[config.mk]
export PLATFORM = sky130hd
export DESIGN_NAME = register_shift_param
export DESIGN_NICKNAME = d
export VERILOG_FILES = /design/src/rtl/i2c_pkg.sv /design/src/rtl/counter_param.sv /design/src/rtl/register_shift_param.sv
export SDC_FILE = /design/constraint.sdc
export NUM_CORES = 1
export LEC_CHECK = 0
export BUFFER_PORTS_ARGS = -buffer_cell sky130_fd_sc_hd__buf_4
export CORE_MARGIN = 2
export CORE_UTILIZATION = 43
export DETAILED_ROUTE_END_ITERATION = 16
export GPL_TIMING_DRIVEN = 0
export HOLD_SLACK_MARGIN = 0.03
export PLACE_DENSITY = 0.72
export SYNTH_ARGS = -nofsm -noshare
export SYNTH_HDL_FRONTEND = slang
export SYNTH_HIERARCHICAL = 1
export SYNTH_SLANG_ARGS = --single-unit
[constraint.sdc]
create_clock -name clk -period 3.18 [get_ports clk]
set_input_delay 0.636 -clock clk [delete_from_list [all_inputs] [get_ports clk]]
set_output_delay 0.636 -clock clk [all_outputs]
set_load 0.005 [all_outputs]
[src/rtl/i2c_pkg.sv]
// Shared I2C datapath constants: shift direction
// selectors and the shift-register state encoding.
package i2c_pkg;

  localparam bit SHIFT_MSB_FIRST = 1'b1;
  localparam bit SHIFT_LSB_FIRST = 1'b0;

  typedef enum logic {
    ST_IDLE  = 1'b0,
    ST_SHIFT = 1'b1
  } shift_state_e;

endpackage

[src/rtl/counter_param.sv]
// Up counter with sync clear/zero and increment.
// Ports: clk, rst_ (async low), clear, zero, inc, cnt.
module counter_param #(
  parameter int WIDTH = 4
) (
  input  logic             clk,
  input  logic             rst_,
  input  logic             clear,
  input  logic             zero,
  input  logic             inc,
  output logic [WIDTH-1:0] cnt
);

  always_ff @(posedge clk or negedge rst_) begin
    if (!rst_) begin
      cnt <= '0;
    end else if (clear || zero) begin
      cnt <= '0;
    end else if (inc) begin
      cnt <= cnt + WIDTH'(1);
    end
  end

endmodule

[src/rtl/register_shift_param.sv]
// Bidirectional I2C byte shift register: load, shift out
// ser_out while sampling ser_in; bit_cnt/busy/done status.
module register_shift_param
  import i2c_pkg::*;
#(
  parameter int                     reg_width   = 8,
  parameter logic [reg_width-1:0]   reset_value = '0,
  parameter bit                     msb_first   = SHIFT_MSB_FIRST,
  localparam int                    CNT_W       = $clog2(reg_width + 1)
) (
  input  logic                 clk,
  input  logic                 rst_,
  input  logic                 clear,
  input  logic                 load,
  input  logic [reg_width-1:0] reg_in,
  input  logic                 shift_en,
  input  logic                 ser_in,
  output logic                 ser_out,
  output logic [reg_width-1:0] reg_out,
  output logic [CNT_W-1:0]     bit_cnt,
  output logic                 busy,
  output logic                 done
);

  localparam logic [CNT_W-1:0] LAST = CNT_W'(reg_width - 1);

  shift_state_e         state;
  logic [reg_width-1:0] data;
  logic                 do_shift;

  // Shift only while a transfer is active and nothing
  // of higher priority claims the cycle.
  assign do_shift = shift_en && (state == ST_SHIFT)
                    && !clear && !load;

  always_ff @(posedge clk or negedge rst_) begin
    if (!rst_) begin
      state <= ST_IDLE;
      data  <= reset_value;
      done  <= 1'b0;
    end else if (clear) begin
      state <= ST_IDLE;
      data  <= reset_value;
      done  <= 1'b0;
    end else begin
      done <= 1'b0;
      if (load) begin
        state <= ST_SHIFT;
        data  <= reg_in;
      end else if (do_shift) begin
        if (msb_first) begin
          data <= {data[reg_width-2:0], ser_in};
        end else begin
          data <= {ser_in, data[reg_width-1:1]};
        end
        if (bit_cnt == LAST) begin
          state <= ST_IDLE;
          done  <= 1'b1;
        end
      end
    end
  end

  counter_param #(
    .WIDTH (CNT_W)
  ) u_bit_cnt (
    .clk   (clk),
    .rst_  (rst_),
    .clear (clear),
    .zero  (load),
    .inc   (do_shift),
    .cnt   (bit_cnt)
  );

  assign busy    = (state == ST_SHIFT);
  assign reg_out = data;
  assign ser_out = msb_first ? data[reg_width-1] : data[0];

endmodule

# Word-level counts from Yosys, hierarchy flattened
# Index checks and enable logic that the tools add are counted.
word_totals:
  regBits: 14
  input_bits: 14
  out_inout_bits: 15
  word_cells: 29
classes:
  n_eq_ne: 1
  muxes: 13
  reduce_logical: 10
  addsub: 1
op_table:
  columns: ["operator", "count"]
  rows:
  - ["$mux 8", 3]
  - ["$mux 1", 8]
  - ["$mux 4", 2]
  - ["$reduce_bool 3->1", 2]
  - ["$add 4x1->4 const B", 1]
  - ["$eq 4x3->1 const B", 1]
  - ["$logic_and 1x1->1", 3]
  - ["$logic_not 1->1", 2]
  - ["$reduce_and 2->1", 1]
  - ["$reduce_bool 2->1", 1]
  - ["$logic_or 1x1->1", 1]

# Logic depth before layout (Yosys ltp)
logic_depth:
  depth_word: 6
  mapped_depth: 4
  depth_no_buf: 4

# Modules after synthesis
# The synthesis kept the hierarchy.
modules_own_cells:
  columns: ["module", "area_per_inst_um2", "cells_each", "n_inst", "seq_area_each_um2"]
  rows:
  - ["register_shift_param", 520.5, 46, 1, 250.2]
  - ["counter_param", 196.4, 16, 1, 100.1]

# Least setup slack after synthesis
# No wires, ideal clock.
synth_path:
  path_kind: "input port to flip-flop"
  from: "in clear"
  to: "reg u_bit_cnt.cnt[3]"
  n_path_buf: 1
  arrival_ns: 1.749
  slack_ns: 1.304
  t_required_ns: 3.053
  path_stages: 4
  setup_ns: 0.127
  cell_sequence: "clkbuf_1 -> nor3_1 -> nand4_1 -> mux2_1"
synth_via:
  elab_chain_len: 4
  elab_cells_between_ends: 6
  classes_between: "1 x mux; 5 x reduce/logical"
synth_rtl:
  columns: ["item", "line", "source"]
  rows:
  - ["start, declared", "register_shift_param.sv:13", "input logic clear,"]
  - ["$logic_not 1->1", "register_shift_param.sv:34", "&& !clear && !load;"]
  - ["$logic_and 1x1->1 (2 in a row)", "register_shift_param.sv:34", null]
  - ["net do_shift", "register_shift_param.sv:29", "logic do_shift;"]
  - ["$reduce_bool 2->1 (no source line)", null, null]
  - ["end signal, assigned", "counter_param.sv:20", "cnt <= cnt + WIDTH'(1);"]
  - ["end, declared", "counter_param.sv:11", "output logic [WIDTH-1:0] cnt"]
# The timed path passes the listed nets, and every way through them passes these cells.
# A chain may end at the register's enable or synchronous reset.

# Final worst setup path
# Same ends and word-level chain as after synthesis.

==> flow_metrics.py <==
metrics = {
    "outcome": {
        "status": "complete, no violations",
    },
    "detailed_routing": {
        "drtIter0Drc": 8,
        "drc": 0,
        "num_vias": 583,
        "postRouteAntennaNets": 0,
        "drt-total-wl_mm": 1.55,
        "wl_per_cell_um": 14.1,
        "vias_per_cell": 5.30,
        "dr.pass1.iters": 4,
    },
    "timing": {
        "finalCriticalPeriod_ps": 2020,
        "max-slew-margin-rel": 0.568,
        "fmax_mhz": 495,
        "slew_violations": 0,
        "fin_tns_setup_ps": 0,
        "tightestPinTransition_ps": 643,
        "rsz0062_at_grt": "false",
        "finalHoldViolations": 0,
        "fin_crit_sh": 0.635,
        "finClkSkew_ps": 2.57,
        "setup_violations": 0,
    },
    "clock_network": {
        "clock_latency_ps": 280,
        "path_clk_slew_ps": 90,
        "cts_setup_buffers": 0,
        "clock-sinks": 14,
        "cts_root_buf": "clkbuf_4",
        "ctsHtreeMaxLevel": 1,
        "cts_buffers": 3,
        "cts_hold_buf": 0,
        "cts_tree": "yes",
        "clockBufferDepth": 2,
        "cts_resized": 0,
    },
    "pwr": {
        "power.switching_uw": 97.1,
        "seq_power_share": 0.497,
        "irDropWorstVdd_mv": 0.243,
        "cellPowerDensity_nw_per_um2": 399,
        "swShare": 0.248,
        "total_power_uw": 392,
        "power_frac_comb": 0.176,
        "p_leak_uw": 0.000479,
        "internal_power_uw": 295,
        "pwr-share-clk": 0.327,
    },
    "synthesis": {
        "syn_area_sq_um": 717,
        "synth_cells": 62,
        "avgSynthCellArea_sq_um": 11.6,
        "synth_warnings": 6,
        "synth_nets": 77,
        "ys_seq_elements": 14,
        "ys_types": 22,
        "ys_seq_area_frac": 0.489,
    },
    "floorplan": {
        "die_w_um": 44.8,
        "fp-row-count": 14,
        "start_util": 0.465,
        "fp.dieArea_sq_um": 2010,
        "die_h_um": 44.8,
        "coreArea_sq_um": 1540,
        "ios": 29,
    },
    "finish": {
        "nets": 110,
        "drive_above_1_share": 0.404,
        "utilization": 0.638,
        "n_fill_cell": 144,
        "areaGrowthSynthToFinish_pct": 37.2,
        "antenna_cells": 0,
    },
    "critical_path": {
        "critPathMaxFanout": 10,
        "crit_type": "in2reg",
        "cp.arrival_ps": 2190,
        "cp-start-kind": "input pin",
        "end_kind": "flop",
        "required_ps": 3350,
    },
    "grt": {
        "antenna_found_initial": 0,
        "first_global_vias": 514,
        "grt_usage": 0.179,
        "overflow": 0,
        "grt_start_max_net_pins": 15,
        "grt_first_pass_wirelength_mm": 2.40,
    },
    "place": {
        "portBuffers": 28,
        "hpwl_mm": 1.09,
        "gp_congestion": 0.754,
    },
    "run": {
        "drv_cap": 0,
    },
    "min_path": {
        "hp-class": "in2async",
    },
}
==> power groups by stage <==
| stage | clock network, uW | registers [uW] | logic (uW) |
|---|---|---|---|
| 2_1_floorplan | 0 | 199 | 27.7 |
| 3_3_place_gp | 0 | 198 | 68.4 |
| 3_5_place_dp | 0 | 199 | 69.2 |
| 4_1_cts | 134 | 195 | 70.2 |
| 5_1_grt | 145 | 197 | 76.0 |
| 6_report | 128 | 195 | 68.9 |
==> synthesized netlist by cell type <==
cell type / instances / area (sq um)
nor3b_1: 1 / 7.51
mux2_1: 1 / 11.3
a21bo_2: 1 / 10.0
buf_6: 2 / 22.5
xnor2_1: 1 / 8.76
clkbuf_1: 1 / 3.75
o22ai_1: 1 / 6.26
nor4_2: 1 / 12.5
a211oi_4: 1 / 20.0
nand2_1: 9 / 33.8
nand2b_1: 1 / 6.26
nand4_1: 1 / 6.26
o31ai_1: 8 / 60.1
nand3b_1: 1 / 7.51
ha_1: 1 / 12.5
inv_1: 1 / 3.75
nor3_1: 4 / 20.0
buf_4: 1 / 7.51
dfrtp_1: 14 / 350
nand4b_1: 1 / 8.76
a211oi_1: 1 / 7.51
mux2i_1: 9 / 90.1
==> layer usage <==
metal,vias up,share of wire,GRT usage
met2,20,0.45,0.264
met1,267,0.48,0.236
met3,2,0.066,0.0600
met5,-,0,0
li1,294,-,-
met4,0,0.0064,0.0882
==> worst max-delay path, cell delays in order <==
cell and delay (ps):
buf_4 150, clkbuf_1 240, nor3_1 600, nand4_1 210
mux2_1 350
==> final timing paths <==
kind,slack (ps),endpoint,depth (start not counted),start
worst min register to register,500,reg_out[5],2,reg_out[5]
worst max-delay path,1160,u_bit_cnt/cnt[3],5,clear
max in group asynchronous,2830,reg_out[7],1,rst_
worst max register to register,1460,u_bit_cnt/cnt[3],4,busy
min in group clk,500,reg_out[5],2,reg_out[5]
worst min-delay path,180,busy,1,rst_
==> layout make-up <==
class                           count  area [sq um]  share of cell area
Sequential cell                    14           350               0.356
Multi-Input combinational cell     43           329               0.335
Timing Repair Buffer               28           210               0.214
Clock buffer                        4          36.3              0.0369
Buffer                              4          33.8              0.0344
Tap cell                           16          20.0              0.0204
Inverter                            1          3.75             0.00382
==> registers in the layout, summed over array words and instances, names as in the netlist <==
name / flops
done: 1
u_bit_cnt/cnt: 4
reg_out: 8
busy: 1
==> logic make-up after synthesis <==
group | Yosys count | share of synthesized area
adder cells (fa/ha/maj) | 1 | 0.0174
XOR/XNOR | 1 | 0.0122
flip-flops | 14 | 0.489
buffers and inverters | 5 | 0.0523
AO/OA/AOI/OAI | 12 | 0.145
AND/OR/NAND/NOR | 19 | 0.143
multiplexers | 10 | 0.141
==> cell usage in the layout (no fill, tap or decap), drive strengths merged <==
cell    instances
buf            31
dfrtp          14
nand2           9
mux2i           9
o31ai           8
clkbuf          5
nor3            4
a211oi          2
nand4b          1
nor4            1
inv             1
nand2b          1
o22ai           1
nor3b           1
nand4           1
mux2            1
xnor2           1
a21bo           1
nand3b          1
ha              1
==> metrics by stage <==
| stage | setup WS [ps] | hold slack (ps) | cells | cell area, sq um |
|---|---|---|---|---|
| floorplan | 1300 | 340 | 62 | 717 |
| global placement | 918 | 486 | 106 | 947 |
| detailed placement | 897 | 492 | 106 | 947 |
| CTS | 1190 | 184 | 110 | 983 |
| global route | 1100 | 169 | 110 | 983 |
| finish | 1160 | 183 | 110 | 983 |
Note: power is estimated with default switching activity, not from simulation.
